File: src/rtl/reg_alu_pkg.sv
// rtl/reg_alu_pkg.sv - control-word layout, op codes and sequencer states for reg_alu
package reg_alu_pkg;

   localparam int AW_DEF = 3;
   localparam int DW_DEF = 8;
   localparam int RA_DEF = 3;

   typedef enum logic [1:0] {
      OP_0 = 2'b00,
      OP_1 = 2'b01,
      OP_2 = 2'b10,
      OP_3 = 2'b11
   } op_e;

   typedef enum logic {
      IDLE = 1'b0,
      RUN  = 1'b1
   } seq_state_e;

   // Word layout, MSB-first: sel, wr, op[1:0], rd_addr_a, rd_addr_b, wr_addr, d_in
   function automatic int iw_of(input int ra, input int dw);
      return 4 + 3 * ra + dw;
   endfunction

   function automatic int sel_pos(input int ra, input int dw);
      return iw_of(ra, dw) - 1;
   endfunction

   function automatic int wr_pos(input int ra, input int dw);
      return iw_of(ra, dw) - 2;
   endfunction

   function automatic int op_lsb(input int ra, input int dw);
      return iw_of(ra, dw) - 4;
   endfunction

   function automatic int rda_lsb(input int ra, input int dw);
      return dw + 2 * ra;
   endfunction

   function automatic int rdb_lsb(input int ra, input int dw);
      return dw + ra;
   endfunction

   function automatic int wa_lsb(input int dw);
      return dw;
   endfunction

endpackage

File: src/rtl/seq_prog_mem.sv
// rtl/seq_prog_mem.sv - program store: sync write, combinational read, sync clear
module seq_prog_mem #(
   parameter int AW = 3,
   parameter int IW = 21
) (
   input  logic          clk,
   input  logic          reset,
   input  logic          we,
   input  logic [AW-1:0] waddr,
   input  logic [IW-1:0] wdata,
   input  logic [AW-1:0] raddr,
   output logic [IW-1:0] rdata
);

   localparam int DEPTH = 2 ** AW;

   logic [IW-1:0] mem [DEPTH];

   always_ff @(posedge clk) begin
      if (reset) begin
         mem <= '{default: '0};
      end else if (we) begin
         mem[waddr] <= wdata;
      end
   end

   assign rdata = mem[raddr];

endmodule

File: src/rtl/reg_alu_seq.sv
// rtl/reg_alu_seq.sv - replays a loaded control program onto the reg_alu bus (option: REG_ALU_SEQ_STEP_EN)
module reg_alu_seq
   import reg_alu_pkg::*;
#(
   parameter  int AW = AW_DEF,
   parameter  int DW = DW_DEF,
   parameter  int RA = RA_DEF,
   localparam int IW = iw_of(RA, DW)
) (
   input  logic          clk,
   input  logic          reset,
   input  logic          load_en,
   input  logic [AW-1:0] load_addr,
   input  logic [IW-1:0] load_data,
   input  logic          start,
   input  logic [AW:0]   prog_len,
`ifdef REG_ALU_SEQ_STEP_EN
   input  logic          step_mode,
   input  logic          step,
`endif
   output logic          busy,
   output logic          done,
   output logic [AW:0]   pc,
   output logic          sel,
   output logic          wr,
   output logic [1:0]    op,
   output logic [RA-1:0] rd_addr_a,
   output logic [RA-1:0] rd_addr_b,
   output logic [RA-1:0] wr_addr,
   output logic [DW-1:0] d_in
);

   localparam logic [AW:0] DEPTH_W = (AW + 1)'(2 ** AW);

   seq_state_e    state, state_n;
   logic [AW:0]   pc_n, len_q, len_n, len_eff;
   logic          busy_n, done_n, adv, mem_we;
   logic [IW-1:0] ctrl_q, ctrl_n, mem_rdata;
   logic [AW-1:0] mem_raddr;

`ifdef REG_ALU_SEQ_STEP_EN
   assign adv = !step_mode || step;
`else
   assign adv = 1'b1;
`endif

   assign len_eff   = (prog_len > DEPTH_W) ? DEPTH_W : prog_len;
   assign mem_we    = load_en && (state == IDLE) && !start;
   assign mem_raddr = (state == RUN) ? pc[AW-1:0] : '0;

   seq_prog_mem #(.AW(AW), .IW(IW)) u_mem (
      .clk   (clk),
      .reset (reset),
      .we    (mem_we),
      .waddr (load_addr),
      .wdata (load_data),
      .raddr (mem_raddr),
      .rdata (mem_rdata)
   );

   always_comb begin
      state_n = state;
      pc_n    = pc;
      len_n   = len_q;
      ctrl_n  = ctrl_q;
      busy_n  = busy;
      done_n  = 1'b0;
      case (state)
         IDLE: begin
            if (start) begin
               if (len_eff != '0) begin
                  state_n = RUN;
                  ctrl_n  = mem_rdata;
                  pc_n    = (AW + 1)'(1);
                  len_n   = len_eff;
                  busy_n  = 1'b1;
               end else begin
                  done_n  = 1'b1;
               end
            end
         end
         RUN: begin
            if (adv) begin
               if (pc < len_q) begin
                  ctrl_n = mem_rdata;
                  pc_n   = pc + (AW + 1)'(1);
               end else begin
                  // Zero the bus on exit so reg_alu never sees a stale wr
                  state_n = IDLE;
                  ctrl_n  = '0;
                  pc_n    = '0;
                  busy_n  = 1'b0;
                  done_n  = 1'b1;
               end
            end
         end
         default: state_n = IDLE;
      endcase
   end

   always_ff @(posedge clk) begin
      if (reset) begin
         state  <= IDLE;
         pc     <= '0;
         len_q  <= '0;
         ctrl_q <= '0;
         busy   <= 1'b0;
         done   <= 1'b0;
      end else begin
         state  <= state_n;
         pc     <= pc_n;
         len_q  <= len_n;
         ctrl_q <= ctrl_n;
         busy   <= busy_n;
         done   <= done_n;
      end
   end

   assign sel       = ctrl_q[sel_pos(RA, DW)];
   assign wr        = ctrl_q[wr_pos(RA, DW)];
   assign op        = ctrl_q[op_lsb(RA, DW) +: 2];
   assign rd_addr_a = ctrl_q[rda_lsb(RA, DW) +: RA];
   assign rd_addr_b = ctrl_q[rdb_lsb(RA, DW) +: RA];
   assign wr_addr   = ctrl_q[wa_lsb(DW) +: RA];
   assign d_in      = ctrl_q[DW-1:0];

endmodule

File: config.mk
export PLATFORM = sky130hd
export DESIGN_NAME = reg_alu_seq
export DESIGN_NICKNAME = d
export VERILOG_FILES = /design/src/rtl/reg_alu_pkg.sv /design/src/rtl/seq_prog_mem.sv /design/src/rtl/reg_alu_seq.sv
export SDC_FILE = /design/constraint.sdc
export NUM_CORES = 1
export LEC_CHECK = 0
export CAP_MARGIN = 20
export CORE_MARGIN = 4
export CORE_UTILIZATION = 36
export CTS_CLUSTER_DIAMETER = 150
export DETAILED_ROUTE_END_ITERATION = 12
export PLACE_DENSITY = 0.64
export SYNTH_ARGS = -nofsm -noshare
export SYNTH_HDL_FRONTEND = slang
export SYNTH_SLANG_ARGS = --single-unit
File: constraint.sdc
create_clock -name clk -period 2.1 [get_ports clk]
set_input_delay 0.42 -clock clk [delete_from_list [all_inputs] [get_ports clk]]
set_output_delay 0.42 -clock clk [all_outputs]
set_load 0.01 [all_outputs]
# == Word level (Yosys, flattened, before mapping) ==
# Cells that the tools add are included.
# totals
mem_bits_rw,0
elab_cells,62
n_memories,0
ff_bits,200
inputBits,32
latch_bits,0
output_inout_bits,27
rom_bits,0
# op_classes
n_mux,28
n_eq_ne,3
reduce_logical,8
magnitude_cmp,5
multipliers,0
div,0
n_addsub,1
shifts,0
bitwise_logic,3
# ops
cell,n
$bwmux W168,1
$mux W21,6
$bmux W21 S3,1
$demux W21 S3,1
$pmux W21 S2,1
$mux W4,4
$mux W1,9
$ge A4 B4 Y1 const B,2
$not A3 Y4,2
$pmux W4 S2,1
$pmux W1 S2,3
$reduce_and A3 Y1,2
$add A4 B1 Y4 const B,1
$gt A4 B4 Y1 const B,1
$lt A4 B1 Y1 const B,1
$lt A4 B4 Y1,1
$ne A2 B2 Y1 const B,2
$reduce_bool A4 Y1,1
$logic_and A1 B1 Y1,3
$mux W3,1
$ne A2 B1 Y1 const B,1
$reduce_and A2 Y1,1
$logic_not A1 Y1,1
$not A1 Y1,1

# == Longest topological paths before layout ==
# Gate-level depths: netlist of run 1.
# logic_depth
depth_word,8
mapped_depth,7
mapped_depth_nobuf,6

# == Hierarchy ==
# From an unflattened synthesis of run 1, not the netlist that was laid out.
# unflattened
cells_unflattened,958
hier_area_um2,8499.4
# by_module_without_submodules
module,seq_area_each_um2,area_each_um2,n_inst,cells_each
seq_prog_mem,3363.2,7255.7,1,839
reg_alu_seq,640.6,1243.7,1,119

# == Worst setup path after synthesis of run 1 ==
# Ideal clock, no wire load.
# synth_path
path_kind,reg-to-reg
from,register pc[1]
to,register ctrl_q[10]
slack_ns,0.304
arrival_ns,1.709
period_less_slack_ns,1.796
n_path_buf,1
setup_time_ns,0.087
t_required_ns,2.013
path_stages_with_launch,7
cell_sequence,dfxtp_1 > ha_1 > o211ai_1 > o21ai_2 > o22a_2 > buf_2 > o31ai_1
# synth_between
elab_chain_cells,8
elab_cells_between_ends,10
cone_classes,order compare (1); mux (8); bitwise (1)
# synth_rtl
element,line,rtl
start: declaration,reg_alu_seq.sv:23,"output logic [AW:0] pc,"
start signal: assignment,reg_alu_seq.sv:111,pc <= pc_n;
$mux W3,reg_alu_seq.sv:49,assign mem_raddr = (state == RUN) ? pc[AW-1:0] : '0;
$not A3 Y4 (not written as such),seq_prog_mem.sv:27,assign rdata = mem[raddr];
$bmux W21 S3,seq_prog_mem.sv:27,
$mux W21 (not written as such) (2 in series),seq_prog_mem.sv:27,
$mux W21,reg_alu_seq.sv:71,if (len_eff != '0) begin
$mux W21,reg_alu_seq.sv:70,if (start) begin
$pmux W21 S2 *,reg_alu_seq.sv:68,case (state)
end signal: assignment,reg_alu_seq.sv:113,ctrl_q <= ctrl_n;
end: declaration,reg_alu_seq.sv:38,"logic [IW-1:0] ctrl_q, ctrl_n, mem_rdata;"
# Mark *: on every way between the ends. The rest lies on a longest branch, timed or not. The select of a mux whose other input is x is not followed.
# A chain may end at the register's enable or synchronous reset.

# == Worst setup path after layout of run 1 ==
# layout_path
from,register pc[1]
to,output pc[1]
# No word-level cell between the ends.

==> impl_metrics.yaml, run 1 <==
run_status:
  status: "finished, final reports clean"
sta:
  finalCritPeriodShare: 0.9661
  tightestPinTransition_ns: 0.8375
  worst_slack_ns: 0.07110
  setup_viol: 0
  fin_skew_ns: 0.008244
  drv_slew: 0
  timing.slew.headroom: 0.4417
  timing_hold_violations_final: 0
  fmax_mhz: 492.9
  period_minus_slack_ns: 2.029
  rsz0062_at_grt: "no"
placement:
  post-place-ws_ns: -0.08310
  dp_cells: 1389
  dpl.hpwl_mm: 15.22
  port_buffers: 58
  place_congestion: 0.8424
synth:
  ys_ff_latch: 200
  synth.top_cells.by_area: "dfxtp_1 (46%), nand2_1 (17%), a21oi_1 (11%)"
  yosys.area.top_type: "dfxtp_1"
  synthesis.area_um2: 8633
  synth_top_cell_area_share: 0.4638
  syn_inst: 1064
  synth_nets: 1100
  synth_area_per_cell_um2: 8.114
  yosysUniqueCellTypes: 39
  ys_seq_area_frac: 0.4638
  synth_warnings: 0
flow_run:
  drv_cap: 0
route:
  vias_per_cell: 5.157
  via_count: 7338
  wl_per_cell_um: 17.04
  drtAntennaViolNets: 0
  dr.pass1.iters: 5
  drc: 0
  drt-total-wl_mm: 24.25
  drt_iter0_markers: 553
grt:
  antenna_found_initial: 1
  gr-total-overflow: 0
  grt_max_degree: 175
  grt_usage: 0.1814
  grt_pass1_wl_mm: 38.37
  grt_pass1_vias: 7066
critical_path:
  start_kind: "register"
  worstPathMaxFanout: 26
  cp.required_ns: 1.68
  critPathKind: "register to output port"
  arrival_ns: 1.61
  critPathCaptureType: "output port"
power:
  power_density_nw_per_um2: 771.3
  vdd_drop_max_mv: 0.4139
  p_total_mw: 7.948
  leakagePower_nw: 3.524
finish:
  drive_above_1_share: 0.1051
  n_antenna_cell: 0
  area_delta_synth_final_pct: 19.36
  finalNetCount: 1127
  ff_latch_area_um2: 4010
  multiInputGateArea_um2: 4094
  layout_commonest_cell: "nand2_1"
  fin_cells: 1423
  layout_common_cells: "nand2_1 (389), dfxtp_1 (197), a21oi_1 (192), clkdlybuf4s50_1 (57), buf_4 (37)"
  fill_cells: 2348
clock_tree:
  cts_sinks: 200
  holdBufCountCts: 0
  ctsHtreeMaxLevel: 4
  clk_path_buf_depth: 2
  numCtsBuffers: 17
  postCtsSetupBuffers: 0
  clk_pin_slew_ns: 0.07
  clk_latency_ns: 0.43
  clock-root-buffer: "clkbuf_16"
  cts_tree: "done"
floorplan:
  row_count: 56
  core_area_um2: 23540
  die_w_um: 162.9
  design.die.area_um2: 26520
  fp.dieH_um: 162.9
  initial_core_util: 0.3667
  io_pins: 59
min_path:
  hold_class: "register to register"
## report_power, final
group	internal, mW	leakage, nW	switching [mW]	total (mW)
Combinational	0.298	1.62	0.407	0.705
Sequential	3.85	1.62	0.0385	3.88
Clock	1.82	0.288	1.54	3.36
## state kept, by name, indices dropped and copies added (netlist names)
| register | cells |
|---|---|
| len_q | 4 |
| busy | 1 |
| u_mem.mem | 168 |
| ctrl_q | 21 |
| pc | 4 |
| state | 1 |
| done | 1 |
## cells in the mapped netlist (all sizes together)
master,count
o22a,1
and3,23
clkbuf,55
and4bb,1
o22ai,21
o211ai,1
mux2i,21
nand2b,1
a211o,23
a211oi,2
a22oi,4
o21ai,2
and2,7
nand3,3
nor4b,2
o31ai,21
nor2,7
nand2,389
mux4,21
nor3,1
buf,47
and2b,2
ha,4
nor3b,1
nor4,2
dfxtp,200
a21oi,192
a22o,1
inv,5
or4,1
nor2b,3
## logic make-up (layout without fill, tap and decap cells)
kind of cell | Yosys count | in the layout | share of synthesized area
muxes | 42 | 42 | 0.07913
AOI/OAI and AO/OA | 268 | 268 | 0.1796
buffers and inverters | 107 | 147 | 0.06203
and+or+nand+nor | 443 | 443 | 0.2097
adders and majority gates | 4 | 4 | 0.005797
DFF | 200 | 200 | 0.4638
## worst paths after layout
path / slack [ns] / cells past startpoint / to / startpoint
worst max-delay path: 0.07 / 2 / pc[1] / pc[1]
worst min-delay path: 0.45 / 2 / u_mem.mem[74] / u_mem.mem[74]
worst max register to register: 0.39 / 6 / ctrl_q[6] / pc[3]
worst min register to register: 0.45 / 2 / u_mem.mem[74] / u_mem.mem[74]
## worst max-delay path, stage by stage, from the launching register on
cell and delay [ns]:
dfxtp_1 0.37, buf_8 0.23, clkdlybuf4s50_1 0.58
## through the flow
step           hold slack, ns  TNS, ns    util  area, um2
2_1_floorplan          0.4319        0       -       8633
3_3_place_gp           0.4388  -0.7561  0.4093       9635
3_5_place_dp           0.4436   -1.727  0.4093       9635
4_1_cts                0.4541        0  0.4364      10270
5_1_grt                0.4671        0  0.4377      10300
6_report               0.4528        0  0.4377      10300
## final cells by class
type / instances / share of cell area
clock buffer: 18 / 0.04262
inverter: 5 / 0.001821
multi-input combinational: 757 / 0.3973
clock inverter: 14 / 0.01578
timing repair buffer: 110 / 0.1146
sequential: 200 / 0.3891
tap: 319 / 0.03873
## per-layer routing
metal | global-route usage | wire length [um] | share of wire | vias to the layer above
met3 | 0.04429 | 1559 | 0.064 | 17
met5 | 0 | 12 | 0.00049 | -
met1 | 0.2528 | 11430 | 0.47 | 3469
met2 | 0.2830 | 11040 | 0.46 | 194
met4 | 0.04689 | 210 | 0.0087 | 2
li1 | - | - | - | 3656
## repair_timing
item | in CTS | in global routing
cloned | 1 | 1
resized for setup | 1 | 2
setup endpoints to repair | 2 | 2
Note: power is estimated with default switching activity, not from simulation.
==> inputs of run 2 (changes only) <==
- HOLD_SLACK_MARGIN: unset -> 0.03
==> results of run 2 <==
Same layout as run 1: the final DEF is identical, and so are final timing and power.
